### src/rtl/runner_pkg.sv
// Shared definitions for the runner game: action channel indices and helpers.
// Imported by action_input and action_debouncer.
package runner_pkg;

  localparam int ACT_JUMP    = 0;
  localparam int ACT_DUCK    = 1;
  localparam int NUM_ACTIONS = 2;

  typedef logic [NUM_ACTIONS-1:0] action_mask_t;

  // Width of a counter that must hold 0..n; never narrower than one bit.
  function automatic int cnt_width(input int n);
    return (n > 0) ? $clog2(n + 1) : 1;
  endfunction

endpackage

### src/rtl/action_debouncer.sv
// One action channel: synchronises both raw sources, selects one, debounces it
// into a stable level and flags the rising edge of that level.
module action_debouncer
  import runner_pkg::*;
#(
  parameter int SYNC_STAGES     = 2,
  parameter int DEBOUNCE_CYCLES = 4
) (
  input  logic clk,
  input  logic rst,
  input  logic sensor_in,
  input  logic button_in,
  input  logic use_sensor_s,
  input  logic clr,
  output logic stable,
  output logic rise
);

  localparam int CNT_W = cnt_width(DEBOUNCE_CYCLES);
  localparam logic [CNT_W-1:0] CNT_LAST =
    CNT_W'((DEBOUNCE_CYCLES > 0) ? DEBOUNCE_CYCLES - 1 : 0);

  logic [SYNC_STAGES-1:0] sensor_sync;
  logic [SYNC_STAGES-1:0] button_sync;
  logic                   sync_bit;
  logic                   stable_d;
  logic [CNT_W-1:0]       cnt;

  // NOTE: sequential state uses non-blocking (<=) so every flop samples pre-edge values.
  always_ff @(posedge clk) begin
    // NOTE: synchroniser flops are reset as well, so no pre-reset sample can leak into stable.
    if (rst) begin
      sensor_sync <= '0;
      button_sync <= '0;
    end else begin
      sensor_sync <= {sensor_sync[SYNC_STAGES-2:0], sensor_in};
      button_sync <= {button_sync[SYNC_STAGES-2:0], button_in};
    end
  end

  // Both sources are already synchronised, so switching between them is glitch-safe.
  assign sync_bit = use_sensor_s ? sensor_sync[SYNC_STAGES-1] : button_sync[SYNC_STAGES-1];

  always_ff @(posedge clk) begin
    if (rst) begin
      stable   <= 1'b0;
      stable_d <= 1'b0;
      cnt      <= '0;
    end else begin
      stable_d <= stable;
      if (DEBOUNCE_CYCLES == 0) begin
        stable <= sync_bit;
        cnt    <= '0;
      end else if (clr || sync_bit == stable) begin
        cnt <= '0;
      end else if (cnt == CNT_LAST) begin
        stable <= sync_bit;
        cnt    <= '0;
      end else begin
        cnt <= cnt + CNT_W'(1);
      end
    end
  end

  assign rise = stable & ~stable_d;

endmodule

### src/rtl/action_input.sv
// Per-action input conditioner: debounced held levels, frame-latched press flags
// and saturating missed-press counters. Define ACTION_INPUT_STRETCH_EN to stretch held.
module action_input
  import runner_pkg::*;
#(
  parameter int NUM_CH          = NUM_ACTIONS,
  parameter int SYNC_STAGES     = 2,
  parameter int DEBOUNCE_CYCLES = 4,
  parameter int MISS_W          = 8,
  parameter int STRETCH_FRAMES  = 3
) (
  input  logic                     clk,
  input  logic                     rst,
  input  logic [NUM_CH-1:0]        sensor_in,
  input  logic [NUM_CH-1:0]        button_in,
  input  logic                     use_sensor,
  input  logic                     frame_tick,
  output logic [NUM_CH-1:0]        held,
  output logic [NUM_CH-1:0]        press_pending,
  output logic [NUM_CH*MISS_W-1:0] missed_presses
);

`ifdef ACTION_INPUT_STRETCH_EN
  localparam bit STRETCH_EN = 1'b1;
`else
  localparam bit STRETCH_EN = 1'b0;
`endif
  localparam int SCNT_W = cnt_width(STRETCH_FRAMES);

  logic [SYNC_STAGES-1:0] use_sync;
  logic                   use_sensor_s;
  logic                   use_sensor_d;
  logic                   clr;
  logic [NUM_CH-1:0]      stable;
  logic [NUM_CH-1:0]      rise;

  always_ff @(posedge clk) begin
    if (rst) begin
      use_sync     <= '0;
      use_sensor_d <= 1'b0;
    end else begin
      use_sync     <= {use_sync[SYNC_STAGES-2:0], use_sensor};
      use_sensor_d <= use_sensor_s;
    end
  end

  assign use_sensor_s = use_sync[SYNC_STAGES-1];
  // A source switch restarts every debounce window; stable levels are kept.
  assign clr = use_sensor_s ^ use_sensor_d;

  for (genvar ch = 0; ch < NUM_CH; ch++) begin : g_ch
    logic              pend;
    logic [MISS_W-1:0] miss;

    action_debouncer #(
      .SYNC_STAGES    (SYNC_STAGES),
      .DEBOUNCE_CYCLES(DEBOUNCE_CYCLES)
    ) u_deb (
      .clk         (clk),
      .rst         (rst),
      .sensor_in   (sensor_in[ch]),
      .button_in   (button_in[ch]),
      .use_sensor_s(use_sensor_s),
      .clr         (clr),
      .stable      (stable[ch]),
      .rise        (rise[ch])
    );

    // A rise outranks frame_tick; a rise on an unconsumed press is an overrun.
    always_ff @(posedge clk) begin
      if (rst) begin
        pend <= 1'b0;
        miss <= '0;
      end else if (rise[ch]) begin
        pend <= 1'b1;
        if (pend && !frame_tick && miss != '1) begin
          miss <= miss + MISS_W'(1);
        end
      end else if (frame_tick) begin
        pend <= 1'b0;
      end
    end

    assign press_pending[ch]                   = pend;
    assign missed_presses[ch*MISS_W +: MISS_W] = miss;

    if (STRETCH_EN && STRETCH_FRAMES > 0) begin : g_stretch
      logic [SCNT_W-1:0] scnt;

      always_ff @(posedge clk) begin
        if (rst) begin
          scnt <= '0;
        end else if (rise[ch]) begin
          scnt <= SCNT_W'(STRETCH_FRAMES);
        end else if (frame_tick && scnt != '0) begin
          scnt <= scnt - SCNT_W'(1);
        end
      end

      assign held[ch] = stable[ch] | (scnt != '0);
    end else begin : g_plain
      assign held[ch] = stable[ch];
    end
  end

endmodule

### config.mk
export PLATFORM = sky130hd
export DESIGN_NAME = action_input
export DESIGN_NICKNAME = d
export VERILOG_FILES = /design/src/rtl/runner_pkg.sv /design/src/rtl/action_debouncer.sv /design/src/rtl/action_input.sv
export SDC_FILE = /design/constraint.sdc
export NUM_CORES = 1
export LEC_CHECK = 0
export ABC_AREA = 0
export BUFFER_PORTS_ARGS = -buffer_cell sky130_fd_sc_hd__buf_2
export CAP_MARGIN = 25
export CORE_MARGIN = 4
export CORE_UTILIZATION = 26
export CTS_BUF_LIST = sky130_fd_sc_hd__clkbuf_4 sky130_fd_sc_hd__clkbuf_8
export DETAILED_ROUTE_END_ITERATION = 6
export HOLD_SLACK_MARGIN = 0.12
export PLACE_DENSITY = 0.43
export SYNTH_ARGS = -nofsm -noshare
export SYNTH_HDL_FRONTEND = slang
export SYNTH_HIERARCHICAL = 1
export SYNTH_SLANG_ARGS = --single-unit
### constraint.sdc
create_clock -name clk -period 5.4 [get_ports clk]
set_clock_uncertainty 0.15 [all_clocks]
set_input_delay 0.27 -clock clk [delete_from_list [all_inputs] [get_ports clk]]
set_output_delay 0.27 -clock clk [all_outputs]
set_load 0.02 [all_outputs]
==> results list <==
- The critical path goes through nor2b_1, nand3b_1, a211oi_1, nand2_1, mux2_2.
- The max-slew violation total from the final report was 0.
- Die ar.: 7360 sq um
- Synth area leaders: dfxtp_1 (50%), nor2b_1 (7.2%), ha_1 (4.8%)
- The first routing iteration left 33 violations.
- Sum of net half-perimeters after detailed placement: 2190 um
* Clock latency reported for the late side of the worst-skew pair: 0.29 ns
- Count of warnings emitted by yosys: 6
- The tightest min-delay check is of the in2reg type.
- Portion of the post-synthesis area used by sequential elements: 0.496
- Routability-driven placement finished with a final weighted congestion of 0.800.
- Share of the synthesized area in the top cell type: 0.496
- The routed layout has 1210 vias.
- Worst-path maximum fanout: 5
* Worst Setup Slack, final: 3.49 ns
- The netlist uses 32 different library cells.
- Summing all multi-input logic gate instances after layout gives 741 sq um.
- STA puts the critical path data required time at 5.42 ns.
- After detailed routing, the average wire length per cell comes to 11.5 um.
- The initial antenna violation count was 0.
- Post-CTS sizing: 0
- The cell area that synthesis handed to floorplanning was 1570 sq um.
- Measured along the y axis, the die boundary spans 85.8 um.
* Largest net degree at the start of global routing: 40
- Startpoint type of the worst setup path: register
- Number of post-CTS setup repair buffers: 0
- Measured on the finished design, the core utilization comes to 0.324.
- After detailed routing, the number of vias per cell comes to 4.51.
- In this run the power density over the cells is 260 nW/um^2.
- Overflow left after global routing: 0
- Slew at the pin with the worst max-slew slack: 0.672 ns
* Instance area after placement: 1780 sq um
* Sequential cell area: 781 sq um
* Total of max-cap violations: 0
- In the layout the commonest cells are dfxtp_1 (39), buf_2 (27), nor2b_1 (18).
* Crit. End Element: register
- The net count of the finished layout is 208.
* Clock root cell: clkbuf_8
* Area Overhead vs Synth: 21.1%
* Design area: 1910 sq um
- Die span in x: 85.8 um
- Core Footprint: 5890 sq um
- Buffers inserted during clock tree synthesis total 5.
- Setup TNS: 0 ns
- The filler cells instantiated in the layout total 624.
* Crit-path slowest cell: a211oi_1
- Drt first pass iters: 4
- IR analysis of the VDD net gives a maximum drop of 90.5 uV.
* Fmax: 524 MHz
* Kind of critical path: reg2reg
* Antenna Violating Nets Remaining: 0
- Starting density of the core: 0.267
- The H-tree generated during clock tree synthesis spans 2 levels.
- STA puts the critical path data arrival time at 1.93 ns.
* Crit path max-delay family: simple AND/OR/NAND/NOR gates
- During placement, the flow inserted port buffers numbering 27.
- Setup violations remaining at the end of the flow were counted as 0.
- CTS saw 39 sinks.
* RSZ-0062 raised after global routing: false
- The initialized floorplan defines 28 standard-cell rows.
* CP max stage delay: 0.47 ns
- No sink is reached through more buffers than the 2 on the longest clock path.
- A synthesized cell averages 9.90 sq um.
- Final worst hold slack: 0.170 ns
- In the routed design, unresolved DRC markers number 0.
- Clock-pin slew on the worst setup and hold paths: 0.07 ns
- Seq cells post-synth: 39
* Diodes inserted: 0
* Crit path buffers/inverters: 0
* Post-Synthesis Net Count: 173
* Via count of the first global-routing pass: 1229
- Instance count of the mapped netlist: 159
- Most common library cell in the layout ignoring fill and taps: dfxtp_1
- 28 I/O pins were placed.
* Min Tclk post-route: 1.91 ns
* Wire length of the first global-routing pass: 5580 um
- Post-Place Worst Slack: 3.54 ns
- The final-report hold violation count was 0.
- TritonCTS clock tree: built
- Fraction of the cycle the final worst path needs: 0.353
- For this design, the CTS-stage hold fixing added 5 buffers.
- Final wirelength: 3070 um
* Leakage power figure: 0.774 nW
- Share of post-route cells with drive strength above 1: 0.202
- Worst slew margin relative to its limit: 0.552
- Across every metal layer, demand over resource in global routing totals 0.0974.
- Result of the run: finished, final reports clean
- Biggest area consumer among synthesized cells: dfxtp_1
final cells by class:
cell class | instances | share of cell area
Inverter | 8 | 0.0157
Clock buffer | 6 | 0.0400
Tap cell | 75 | 0.0492
Timing Repair Buffer | 32 | 0.0971
Sequential cell | 39 | 0.409
Multi-Input combinational cell | 108 | 0.388
logic make-up (layout without fill, tap and decap cells):
kind of cell / after synthesis / after routing / synth area share
simple gates: 64 / 64 / 0.231
flops: 39 / 39 / 0.496
compound gates: 24 / 24 / 0.110
buf+inv: 12 / 46 / 0.0334
xor+xnor: 9 / 9 / 0.0501
fa+ha+maj: 6 / 6 / 0.0477
mux: 5 / 5 / 0.0326
metal layers:
metal | track usage | wire (um) | vias up
li1 | - | - | 621
met1 | 0.109 | 1360 | 556
met2 | 0.154 | 1420 | 29
met3 | 0.0509 | 264 | 4
met4 | 0.0432 | 27 | 0
met5 | 0 | 0 | -
state kept, by name (all words and copies together) (netlist names):
signal                  cells
g_ch.u_deb/stable           2
use_sync                    2
g_ch.miss                  16
g_ch.u_deb/stable_d         2
g_ch.u_deb/button_sync      4
g_ch.u_deb/cnt              6
g_ch.pend                   2
g_ch.u_deb/sensor_sync      4
use_sensor_d                1
metrics by stage:
stage                     total power, mW  std cells
final                               0.495        268
after global routing                0.525        268
after CTS                           0.507        268
after detailed placement            0.315        257
after global placement              0.315        257
after floorplan                     0.309        159
final timing paths:
check                           depth (start not counted)                                 endpoint  slack [ns]                                     from
worst min-delay path                                    4                g_ch[1].pend$_SDFFE_PP0P_        0.17                               frame_tick
worst max register to register                          5             g_ch[1].miss[7]$_SDFFE_PP0P_        3.49        g_ch[1].u_deb/stable$_SDFFE_PP0P_
worst min register to register                          1  g_ch[1].u_deb/sensor_sync[1]$_SDFF_PP0_        0.28  g_ch[1].u_deb/sensor_sync[0]$_SDFF_PP0_
worst max-delay path                                    5             g_ch[1].miss[7]$_SDFFE_PP0P_        3.49        g_ch[1].u_deb/stable$_SDFFE_PP0P_
power by group:
group	total (mW)	leakage [nW]	switching, mW	internal (mW)
clock network	0.184	0.0406	0.0932	0.0911
registers	0.293	0.316	0.00134	0.292
logic	0.0182	0.417	0.00964	0.00852
synth_stat cells:
library cell  count
buf_4             2
ha_1              6
dfxtp_1          39
a311oi_1          2
and3_1            2
a21oi_1           9
a2111oi_1         1
xnor2_1           3
clkbuf_1          2
o31ai_1           3
inv_1             8
a2111oi_2         1
or3_1             3
and4_4            1
nand4_1           1
o21bai_4          1
or2_2             2
nor2_1           12
a211oi_1          1
nor4_1            6
o2111ai_1         1
or4_1             4
o21ai_0           4
nand3b_1          2
nand2b_1          2
a21o_1            1
mux2_2            1
mux2i_1           4
nand2_1           5
nand3_1           6
nor2b_1          18
xor2_1            6
worst reg2reg max path: stages, from the launching register on:
cell      delay, ns
dfxtp_1        0.39
nor2b_1        0.19
nand3b_1       0.18
a211oi_1       0.47
nand2_1        0.13
mux2_2         0.28
Power figures use the tool's default switching activity.
